### config.mk
export PLATFORM = sky130hd
export DESIGN_NAME = fdc_sd_arbiter
export DESIGN_NICKNAME = d
export VERILOG_FILES = /design/src/rtl/fdc_pkg.sv /design/src/rtl/fdc_sd_arbiter_rr_pick.sv /design/src/rtl/fdc_sd_arbiter.sv
export SDC_FILE = /design/constraint.sdc
export NUM_CORES = 1
export LEC_CHECK = 0
export ABC_AREA = 1
export ABC_CLOCK_PERIOD_IN_PS = 3750
export BUFFER_PORTS_ARGS = -buffer_cell sky130_fd_sc_hd__buf_2
export CORE_MARGIN = 3
export CORE_UTILIZATION = 30
export DETAILED_ROUTE_END_ITERATION = 8
export GPL_TIMING_DRIVEN = 0
export SLEW_MARGIN = 30
export SYNTH_ARGS = -nofsm -noshare
export SYNTH_HDL_FRONTEND = slang
export SYNTH_SLANG_ARGS = --single-unit
### constraint.sdc
create_clock -name CLK -period 3.75 [get_ports CLK]
set_input_delay 0.75 -clock CLK [delete_from_list [all_inputs] [get_ports CLK]]
set_output_delay 0.75 -clock CLK [all_outputs]
set_load 0.03 [all_outputs]
### src/rtl/fdc_pkg.sv
// Shared types and constants for the floppy-controller SD block arbiter.
// Index width covers up to four drives.
package fdc_pkg;

    typedef enum logic [1:0] {
        IDLE,
        ISSUE,
        XFER
    } arb_state_t;

    typedef enum logic {
        OP_READ,
        OP_WRITE
    } sd_op_t;

    localparam int FDC_NDRIVES = 4;
    localparam int IDX_W       = 2;
    localparam int LBA_W       = 32;

endpackage

### src/rtl/fdc_sd_arbiter_rr_pick.sv
// Combinational round-robin picker: returns the first requesting index at or
// after ptr, wrapping modulo N.
module rr_pick
    import fdc_pkg::*;
#(
    parameter int N = FDC_NDRIVES
) (
    input  logic [N-1:0]     req,
    input  logic [IDX_W-1:0] ptr,
    output logic [IDX_W-1:0] idx,
    output logic             valid
);

    localparam logic [IDX_W:0] N_W = (IDX_W + 1)'(N);

    logic [2*N-1:0]   dbl;
    logic [N-1:0]     rot;
    logic [IDX_W-1:0] off;
    logic [IDX_W:0]   sum;

    // Rotate so that bit 0 of rot is the request at ptr; the lowest set bit wins.
    always_comb begin
        dbl = {req, req};
        rot = N'(dbl >> ptr);
        off = '0;
        for (int i = N - 1; i >= 0; i--) begin
            if (rot[i]) begin
                off = IDX_W'(i);
            end
        end
        sum = {1'b0, ptr} + {1'b0, off};
        if (sum >= N_W) begin
            sum = sum - N_W;
        end
        idx   = sum[IDX_W-1:0];
        valid = |req;
    end

endmodule

### src/rtl/fdc_sd_arbiter.sv
// Merges the per-drive SD block channels onto one host SD channel. One drive is
// granted at a time; host ack and buffer strobes are routed back to it only.
module fdc_sd_arbiter
    import fdc_pkg::*;
#(
    parameter int          NDRIVES     = FDC_NDRIVES,
    parameter logic [23:0] ACK_TIMEOUT = 24'hFFFFFF
) (
    input  logic                          CLK,
    input  logic                          RESET,
    input  logic [NDRIVES-1:0][LBA_W-1:0] drv_lba,
    input  logic [NDRIVES-1:0]            drv_rd,
    input  logic [NDRIVES-1:0]            drv_wr,
    output logic [NDRIVES-1:0]            drv_ack,
    input  logic [NDRIVES-1:0][7:0]       drv_buff_din,
    output logic [NDRIVES-1:0]            drv_buff_wr,
    output logic [LBA_W-1:0]              sd_lba,
    output logic                          sd_rd,
    output logic                          sd_wr,
    input  logic                          sd_ack,
    input  logic                          sd_buff_wr,
    output logic [7:0]                    sd_buff_din,
    output logic [IDX_W-1:0]              grant_idx,
    output logic                          busy,
    output logic                          timeout_err
);

    arb_state_t         state, state_nxt;
    sd_op_t             op, op_nxt;
    logic [NDRIVES-1:0] req;
    logic [NDRIVES-1:0] ack_nxt;
    logic [IDX_W-1:0]   rr_ptr, rr_nxt;
    logic [IDX_W-1:0]   grant_nxt;
    logic [IDX_W-1:0]   pick_idx;
    logic               pick_valid;
    logic [LBA_W-1:0]   lba_nxt;
    logic [23:0]        wait_cnt, wait_nxt;
    logic               err_nxt;

    assign req = drv_rd | drv_wr;

    rr_pick #(
        .N(NDRIVES)
    ) u_pick (
        .req  (req),
        .ptr  (rr_ptr),
        .idx  (pick_idx),
        .valid(pick_valid)
    );

    always_ff @(posedge CLK) begin
        if (RESET) begin
            state       <= IDLE;
            op          <= OP_READ;
            rr_ptr      <= '0;
            grant_idx   <= '0;
            sd_lba      <= '0;
            wait_cnt    <= '0;
            timeout_err <= 1'b0;
            drv_ack     <= '0;
        end else begin
            state       <= state_nxt;
            op          <= op_nxt;
            rr_ptr      <= rr_nxt;
            grant_idx   <= grant_nxt;
            sd_lba      <= lba_nxt;
            wait_cnt    <= wait_nxt;
            timeout_err <= err_nxt;
            drv_ack     <= ack_nxt;
        end
    end

    always_comb begin
        state_nxt = state;
        op_nxt    = op;
        rr_nxt    = rr_ptr;
        grant_nxt = grant_idx;
        lba_nxt   = sd_lba;
        wait_nxt  = wait_cnt;
        err_nxt   = timeout_err;
        ack_nxt   = drv_ack;
        unique case (state)
            IDLE: begin
                // Stale host ack/strobes are ignored here; only drive requests matter.
                ack_nxt = '0;
                if (pick_valid) begin
                    state_nxt = ISSUE;
                    grant_nxt = pick_idx;
                    lba_nxt   = drv_lba[pick_idx];
                    op_nxt    = drv_wr[pick_idx] ? OP_WRITE : OP_READ;
                    wait_nxt  = '0;
                end
            end
            ISSUE: begin
                // An ack that arrives together with a cancel or the last timeout cycle wins.
                if (sd_ack) begin
                    state_nxt          = XFER;
                    ack_nxt            = '0;
                    ack_nxt[grant_idx] = 1'b1;
                end else if (!req[grant_idx]) begin
                    state_nxt = IDLE;
                end else if ((ACK_TIMEOUT != '0) && (wait_cnt == ACK_TIMEOUT - 24'd1)) begin
                    state_nxt = IDLE;
                    err_nxt   = 1'b1;
                end else begin
                    wait_nxt = wait_cnt + 24'd1;
                end
            end
            XFER: begin
                ack_nxt = '0;
                if (sd_ack) begin
                    ack_nxt[grant_idx] = 1'b1;
                end else begin
                    state_nxt = IDLE;
                    rr_nxt    = (int'(grant_idx) == NDRIVES - 1) ? '0 : grant_idx + IDX_W'(1);
                end
            end
            default: begin
                state_nxt = IDLE;
            end
        endcase
    end

    assign busy  = (state != IDLE);
    assign sd_rd = (state == ISSUE) && (op == OP_READ);
    assign sd_wr = (state == ISSUE) && (op == OP_WRITE);

    // Buffer traffic is a same-cycle pass-through to the granted drive only.
    always_comb begin
        drv_buff_wr = '0;
        sd_buff_din = 8'h00;
        if (state == XFER) begin
            drv_buff_wr[grant_idx] = sd_buff_wr;
            sd_buff_din            = drv_buff_din[grant_idx];
        end
    end

endmodule

==> run_results.csv, run 1 <==
group,metric,value,unit
yosys,synth_area_leaders,"dfxtp_1 26%, mux2_2 14%, nand2_1 13%",
sta,min_period,3.109,ns
global_route,gr-total-overflow,0,
sta,worst_pin_slew,0.7081,ns
pwr,totalPowerFinal,4.217,mW
drt,routed_wl,17.79,mm
clock_network,clkLatencyLatePin,0.34,ns
status,outcome,"complete, no violations",
pwr,power_leakage,3.422,nW
place,place_area,6604,sq um
drt,via_per_inst,4.628,
sta,grt_setup_unrepaired,"no",
drt,drtIter0Drc,290,
sta,tns,0,ns
die,die_w,137.8,um
yosys,synth.most_common_cell,"nand2_1",
yosys,syn-num-nets,1000,
yosys,ys_ff_latch,68,
die,io_pins,226,
yosys,synth-edff-count,0,
sta,clock.fmax,321.6,MHz
critical_path,startpoint,"drv_rd[1]",
sta,final_max_slew_viol_count,0,
drt,via_count,5914,
global_route,met3_usage,0.03287,
place,gp_congestion,0.8930,
yosys,synthFlopType,"dfxtp_1",
clock_network,root_buffer,"clkbuf_16",
drt,drc_errors,0,
drt,dr.pass1.iters,5,
critical_path,worstPathMaxFanout,10,
clock_network,cts_buffers,9,
die,core,16760,sq um
yosys,netlist_area,5207,sq um
layout,fin_area,6970,sq um
critical_path,max_stage_delay,0.58,ns
global_route,grt_busiest_layer,"met2",
global_route,use_met1,0.2260,
clock_network,clock_path_buffers,2,
sta,post-route-period-util,0.8291,
global_route,grt_pass1_wl,28.02,mm
yosys,synth_top_cells_by_count,"185 x nand2_1, 168 x nor2_1, 91 x nand3_1, 68 x dfxtp_1",
hold_path,hp-start,"timeout_err$_SDFFE_PP0P_",
critical_path,worstSetupEndpointType,"flip-flop",
global_route,use_met2,0.3346,
global_route,grt_pass1_vias,5775,
die,die_area,18980,sq um
clock_network,cts_tree,"built",
clock_network,clock-sinks,68,
clock_network,cts_max_level,3,
layout,fin_nets,1235,
global_route,grt_max_degree,13,
critical_path,worstReg2RegStart,"rr_ptr[0]$_SDFFE_PP0P_",
critical_path,cp.required,3.99,ns
hold_path,hp-class,"flip-flop to flip-flop",
die,die_h,137.8,um
sta,skew,0.006982,ns
yosys,synth-seq-area-share,0.2614,
critical_path,cpMostUsedCell,"nand2_1",
critical_path,worst-setup-path-type,"input pin to flip-flop",
layout,drive_gt1_frac,0.3236,
critical_path,slowest_stage,"buf_1",
sta,setup_viol,0,
global_route,grtUsageTotal,0.1868,
yosys,syn_inst,817,
layout,syn2layout_area_growth,33.85,%
sta,slew_headroom,0.5279,
yosys,synth.avg_cell_area,6.374,sq um
global_route,grt_antenna_before_repair,3,
yosys,yosysTopAreaCellShare,0.2614,
clock_network,cts-resized-gates,0,
critical_path,critPathArrivalTime,3.35,ns
die,start_util,0.3107,
sta,hold_viol_final,0,
pwr,vdd_ir_drop_max,0.3383,mV
drt,wl_per_cell,13.92,um
yosys,synth.distinct_cells,30,
drt,ant_nets,0,
critical_path,path_cells,"buf_2 > nor2_2 > nand2_1 > nand2_1 > nand2_1 > a31oi_1 > nor2_1 > ha_1 > buf_2 > buf_1 > mux2_2 > nand2_1 > nand3_1 > nand2_1 > inv_1",
pwr,powerDensity,605.0,nW/um^2
clock_network,cts_setup_buffers,0,
clock_network,postCtsHoldBufs,0,
place,portBuffers,224,
place,dpl.hpwl,14.27,mm
yosys,synth-warning-count,0,
clock_network,clk_pin_slew,0.06,ns
yosys,synth_top_cell_by_area,"dfxtp_1",
yosys,async_reset_ff_frac,0,
critical_path,cp-start-kind,"input pin",
job,max_cap_violations,0,
die,rows,47,
[sequential cells by signal, summed over array words and instances, names as in the netlist]
signal and count:
grant_idx 2, drv_ack 4, wait_cnt 24, timeout_err 1, state 2, sd_lba 32, rr_ptr 2, op 1
[cells in the final DEF, fill, tap and decap left out, drive strengths merged]
master  count
a21oi      31
a31oi       1
a32oi       4
and2        7
buf       247
bufinv      4
clkbuf     29
clkinv      3
dfxtp      68
diode       1
ha         11
inv        70
mux2       66
nand2     188
nand3      93
nand4       5
nor2      174
nor3        8
o21ai      34
or2         1
xnor2       5
xor2        8
[final cells by class]
cell class,count,area [sq um]
diodes,1,2.502
plain buffers,43,221.5
clock buffers,9,225.2
clock inverters,7,138.9
fillers,1839,9789
inverters,70,265.3
multi-input cells,636,3359
flip-flops and latches,68,1361
well taps,220,275.3
repair buffers,224,1121
[critical path, delay by kind of cell]
| kind | cells | cell delay, ns |
|---|---|---|
| AOI/OAI and AO/OA | 1 | 0.17 |
| adders and majority gates | 1 | 0.32 |
| buffers and inverters | 4 | 1.02 |
| muxes | 1 | 0.42 |
| and+or+nand+nor | 8 | 0.65 |
[metrics by stage]
stage                     setup WS, ns  hold slack, ns  std cells    util
after CTS                       0.6521          0.4788       1277  0.4158
after floorplan                 0.9267          0.4698        817       -
final                           0.6409          0.4756       1278  0.4159
after detailed placement        0.2990          0.4651       1261  0.3940
after global placement          0.2895          0.4597       1261  0.3940
after global routing            0.3973          0.5128       1278  0.4159
[worst paths after layout]
check	depth (start not counted)	slack, ns	to
setup / recovery	15	0.64	sd_lba[31]$_SDFFE_PP0P_
hold / removal	2	0.48	timeout_err$_SDFFE_PP0P_
setup reg to reg	15	0.73	sd_lba[31]$_SDFFE_PP0P_
hold reg to reg	2	0.48	timeout_err$_SDFFE_PP0P_
[layer usage]
layer,part of all wire,vias to the layer above,wire length (um)
li1,-,3087,-
met1,0.43,2630,7578
met2,0.50,169,8898
met3,0.055,24,979
met4,0.017,4,308
met5,0.0012,-,21
[power breakdown]
group	internal (mW)	switching (mW)	total (mW)
clock	0.716	0.334	1.05
combinational	0.761	1.42	2.18
sequential	0.882	0.106	0.988
total	2.36	1.86	4.22
[cell families after synthesis]
group / after synthesis / synth area share
buffers and inverters: 113 / 0.09347
XOR/XNOR: 13 / 0.02186
flip-flops: 68 / 0.2614
AO/OA/AOI/OAI: 70 / 0.07112
multiplexers: 66 / 0.1427
AND/OR/NAND/NOR: 476 / 0.3830
adder cells (fa/ha/maj): 11 / 0.02643
Note: power is estimated with default switching activity, not from simulation.
==> run 2, diff against run 1 <==
--- a/config.mk
+++ b/config.mk
@@ -5,8 +5,8 @@
 export SDC_FILE = /design/constraint.sdc
 export NUM_CORES = 1
 export LEC_CHECK = 0
-export ABC_AREA = 1
-export ABC_CLOCK_PERIOD_IN_PS = 3750
+export ABC_AREA = 0
+export ABC_CLOCK_PERIOD_IN_PS = 3150
 export BUFFER_PORTS_ARGS = -buffer_cell sky130_fd_sc_hd__buf_2
 export CORE_MARGIN = 3
 export CORE_UTILIZATION = 30
==> constraint.sdc (replaced) <==
create_clock -name CLK -period 3.15 [get_ports CLK]
set_input_delay 0.63 -clock CLK [delete_from_list [all_inputs] [get_ports CLK]]
set_output_delay 0.63 -clock CLK [all_outputs]
set_load 0.03 [all_outputs]
==> run 2 against run 1 <==
Combinational power down 57%. Clock skew up 0.0016 ns. Core utilization up 1.3 points. Area after synthesis down 10%. Power down 29%. Flip-flop and latch count unchanged. Clock-buffer cell count up 3.
==> run_results.csv, run 2 <==
group,metric,value,unit
status,outcome,"complete, no violations",
job,max_cap_violations,0,
layout,drive_gt1_frac,0.3632,
pwr,power_leakage,2.841,nW
pwr,totalPowerFinal,3.014,mW
pwr,p_seq_frac,0.327,
layout,largest_reg_flops,32,
pwr,p_int,2.008,mW
clock_network,postCtsHoldBufs,0,
die,start_util,0.3142,
drt,via_per_inst,5.147,
yosys,synth-edff-count,0,
yosys,synth_top_cells_by_count,"73 x nand2_1, 69 x mux2i_1, 68 x dfxtp_1, 44 x nor2_1, 34 x o22ai_1",
sta,worst_pin_slew,0.7491,ns
layout,fin_area,6380,sq um
sta,hold_viol_final,0,
clock_network,cts_buffers,9,
critical_path,critPathArrivalTime,3.17,ns
global_route,grt_max_degree,12,
die,die_w,130.8,um
layout,largestRegisters,"sd_lba (32), wait_cnt (24), drv_ack (4)",
global_route,grt_antenna_before_repair,1,
drt,wl_per_cell,15.87,um
drt,drtIter0Drc,227,
drt,dr.pass1.iters,4,
layout,stdcell_count,977,
die,io_pins,226,
place,place_area,6028,sq um
yosys,synth-seq-area-share,0.2915,
hold_path,hp-class,"flip-flop to flip-flop",
clock_network,clk_pin_slew,0.05,ns
place,gp_congestion,0.8184,
yosys,syn_inst,553,
yosys,synth_top_cell_by_area,"dfxtp_1",
yosys,yosysTopAreaCellShare,0.2915,
layout,fillers,1549,
layout,final_util,0.4292,
yosys,synth-warning-count,0,
pwr,combPwrFrac,0.314,
clock_network,cts_setup_buffers,0,
pwr,vdd_ir_drop_max,0.3058,mV
global_route,grtUsageTotal,0.1787,
layout,syn2layout_area_growth,36.59,%
clock_network,cts_max_level,3,
yosys,synth_area_leaders,"dfxtp_1 29%, mux2i_1 15%, o221ai_1 6.2%",
critical_path,cp-start-kind,"input pin",
sta,fin_ws,0.1924,ns
yosys,synthFlopType,"dfxtp_1",
clock_network,clock_path_buffers,2,
drt,via_count,5029,
layout,top_register,"sd_lba",
critical_path,cp.required,3.36,ns
layout,final_cell_mix,"245 x buf_2, 73 x nand2_1, 68 x dfxtp_1, 67 x mux2i_1, 44 x nor2_1",
pwr,powerDensity,472.5,nW/um^2
clock_network,clkLatencyLatePin,0.33,ns
yosys,async_reset_ff_frac,0,
die,rows,44,
global_route,gr-total-overflow,0,
place,portBuffers,224,
place,pre_cts_ws,-0.7302,ns
drt,drc_errors,0,
global_route,grt_pass1_wl,24.46,mm
die,die_area,17100,sq um
die,core,14860,sq um
place,dp.cells,961,
drt,routed_wl,15.50,mm
critical_path,worstSetupEndpointType,"flip-flop",
clock_network,root_buffer,"clkbuf_16",
layout,layout_commonest_cell,"buf_2",
pwr,switchingPower,1.006,mW
clock_network,clock-sinks,68,
sta,grt_setup_unrepaired,"yes",
sta,skew,0.008537,ns
yosys,synth.distinct_cells,52,
yosys,synth.avg_cell_area,8.446,sq um
sta,final_max_slew_viol_count,0,
sta,slew_headroom,0.4987,
sta,setup_viol,0,
sta,min_period,2.958,ns
global_route,grt_pass1_vias,5019,
critical_path,worstPathMaxFanout,10,
sta,tns,0,ns
clock_network,cts_tree,"built",
sta,clock.fmax,338.1,MHz
layout,num_antenna_cells,0,
yosys,syn-num-nets,736,
drt,ant_nets,0,
pwr,p_sw_frac,0.3337,
yosys,ys_ff_latch,68,
layout,fin_nets,971,
yosys,synth.most_common_cell,"nand2_1",
critical_path,worst-setup-path-type,"input pin to flip-flop",
yosys,netlist_area,4671,sq um
die,die_h,130.8,um
pwr,clockPowerShare,0.359,
place,dpl.hpwl,12.42,mm
sta,fin_hold_ws,0.4297,ns
sta,post-route-period-util,0.9389,
[run 2: cell count changes after synthesis, moves of 34 or more]
cell,delta
mux2i_1,+69
inv_1,-56
o22ai_1,+34
nor2_1,-124
nand3_1,-86
nand2_1,-112
mux2_2,-66
[run 2: logic make-up after synthesis]
| kind of cell | count (synthesis) | synth area share |
|---|---|---|
| mux | 80 | 0.1993 |
| fa+ha+maj | 11 | 0.02947 |
| simple gates | 180 | 0.1840 |
| compound gates | 143 | 0.2132 |
| flops | 68 | 0.2915 |
| buf+inv | 54 | 0.05063 |
| xor+xnor | 17 | 0.03188 |
[run 2: final cells by class]
cell class	instances	area (sq um)	area share
Timing Repair Buffer	224	1121	0.1757
Clock buffer	12	246.5	0.03863
Clock inverter	4	72.57	0.01137
Inverter	10	37.54	0.005884
Multi-Input combinational cell	431	3088	0.4840
Sequential cell	68	1361	0.2134
Tap cell	184	230.2	0.03609
Buffer	44	222.7	0.03491
[run 2: layer usage]
metal,GRT usage,routed length [um],up-vias
li1,-,-,2531
met1,0.2208,6488,2314
met2,0.3068,7811,159
met3,0.03821,853,23
met4,0.06473,342,2
met5,0,7,-
[run 2: worst paths after layout]
kind	startpoint	to	slack, ns	depth (start not counted)
max	drv_wr[1]	sd_lba[11]$_SDFFE_PP0P_	0.19	11
min reg2reg	sd_lba[6]$_SDFFE_PP0P_	sd_lba[6]$_SDFFE_PP0P_	0.43	2
max reg2reg	rr_ptr[0]$_SDFFE_PP0P_	sd_lba[11]$_SDFFE_PP0P_	0.41	11
min	sd_lba[6]$_SDFFE_PP0P_	sd_lba[6]$_SDFFE_PP0P_	0.43	2
[run 2: power groups by stage]
stage | sequential (mW) | clock, mW | combinational [mW]
2_1_floorplan | 1.14 | 0 | 0.473
3_3_place_gp | 1.00 | 0 | 0.937
3_5_place_dp | 1.00 | 0 | 0.943
4_1_cts | 0.986 | 1.11 | 0.947
5_1_grt | 0.995 | 1.13 | 1.03
6_report | 0.985 | 1.08 | 0.947
[run 2: timing repair]
item,in CTS,in global routing
gates resized for setup,3,17
setup endpoints to repair,32,31
cloned,0,0
[run 2: worst max-delay path, stage by stage]
cell and delay [ns]:
buf_2 0.15, or4_1 0.58, nand3_1 0.12, o221ai_1 0.12, ha_1 0.37, clkbuf_4 0.27, buf_4 0.24, mux2i_1 0.25
o22ai_1 0.11, o21ai_1 0.23, nand2_1 0.08
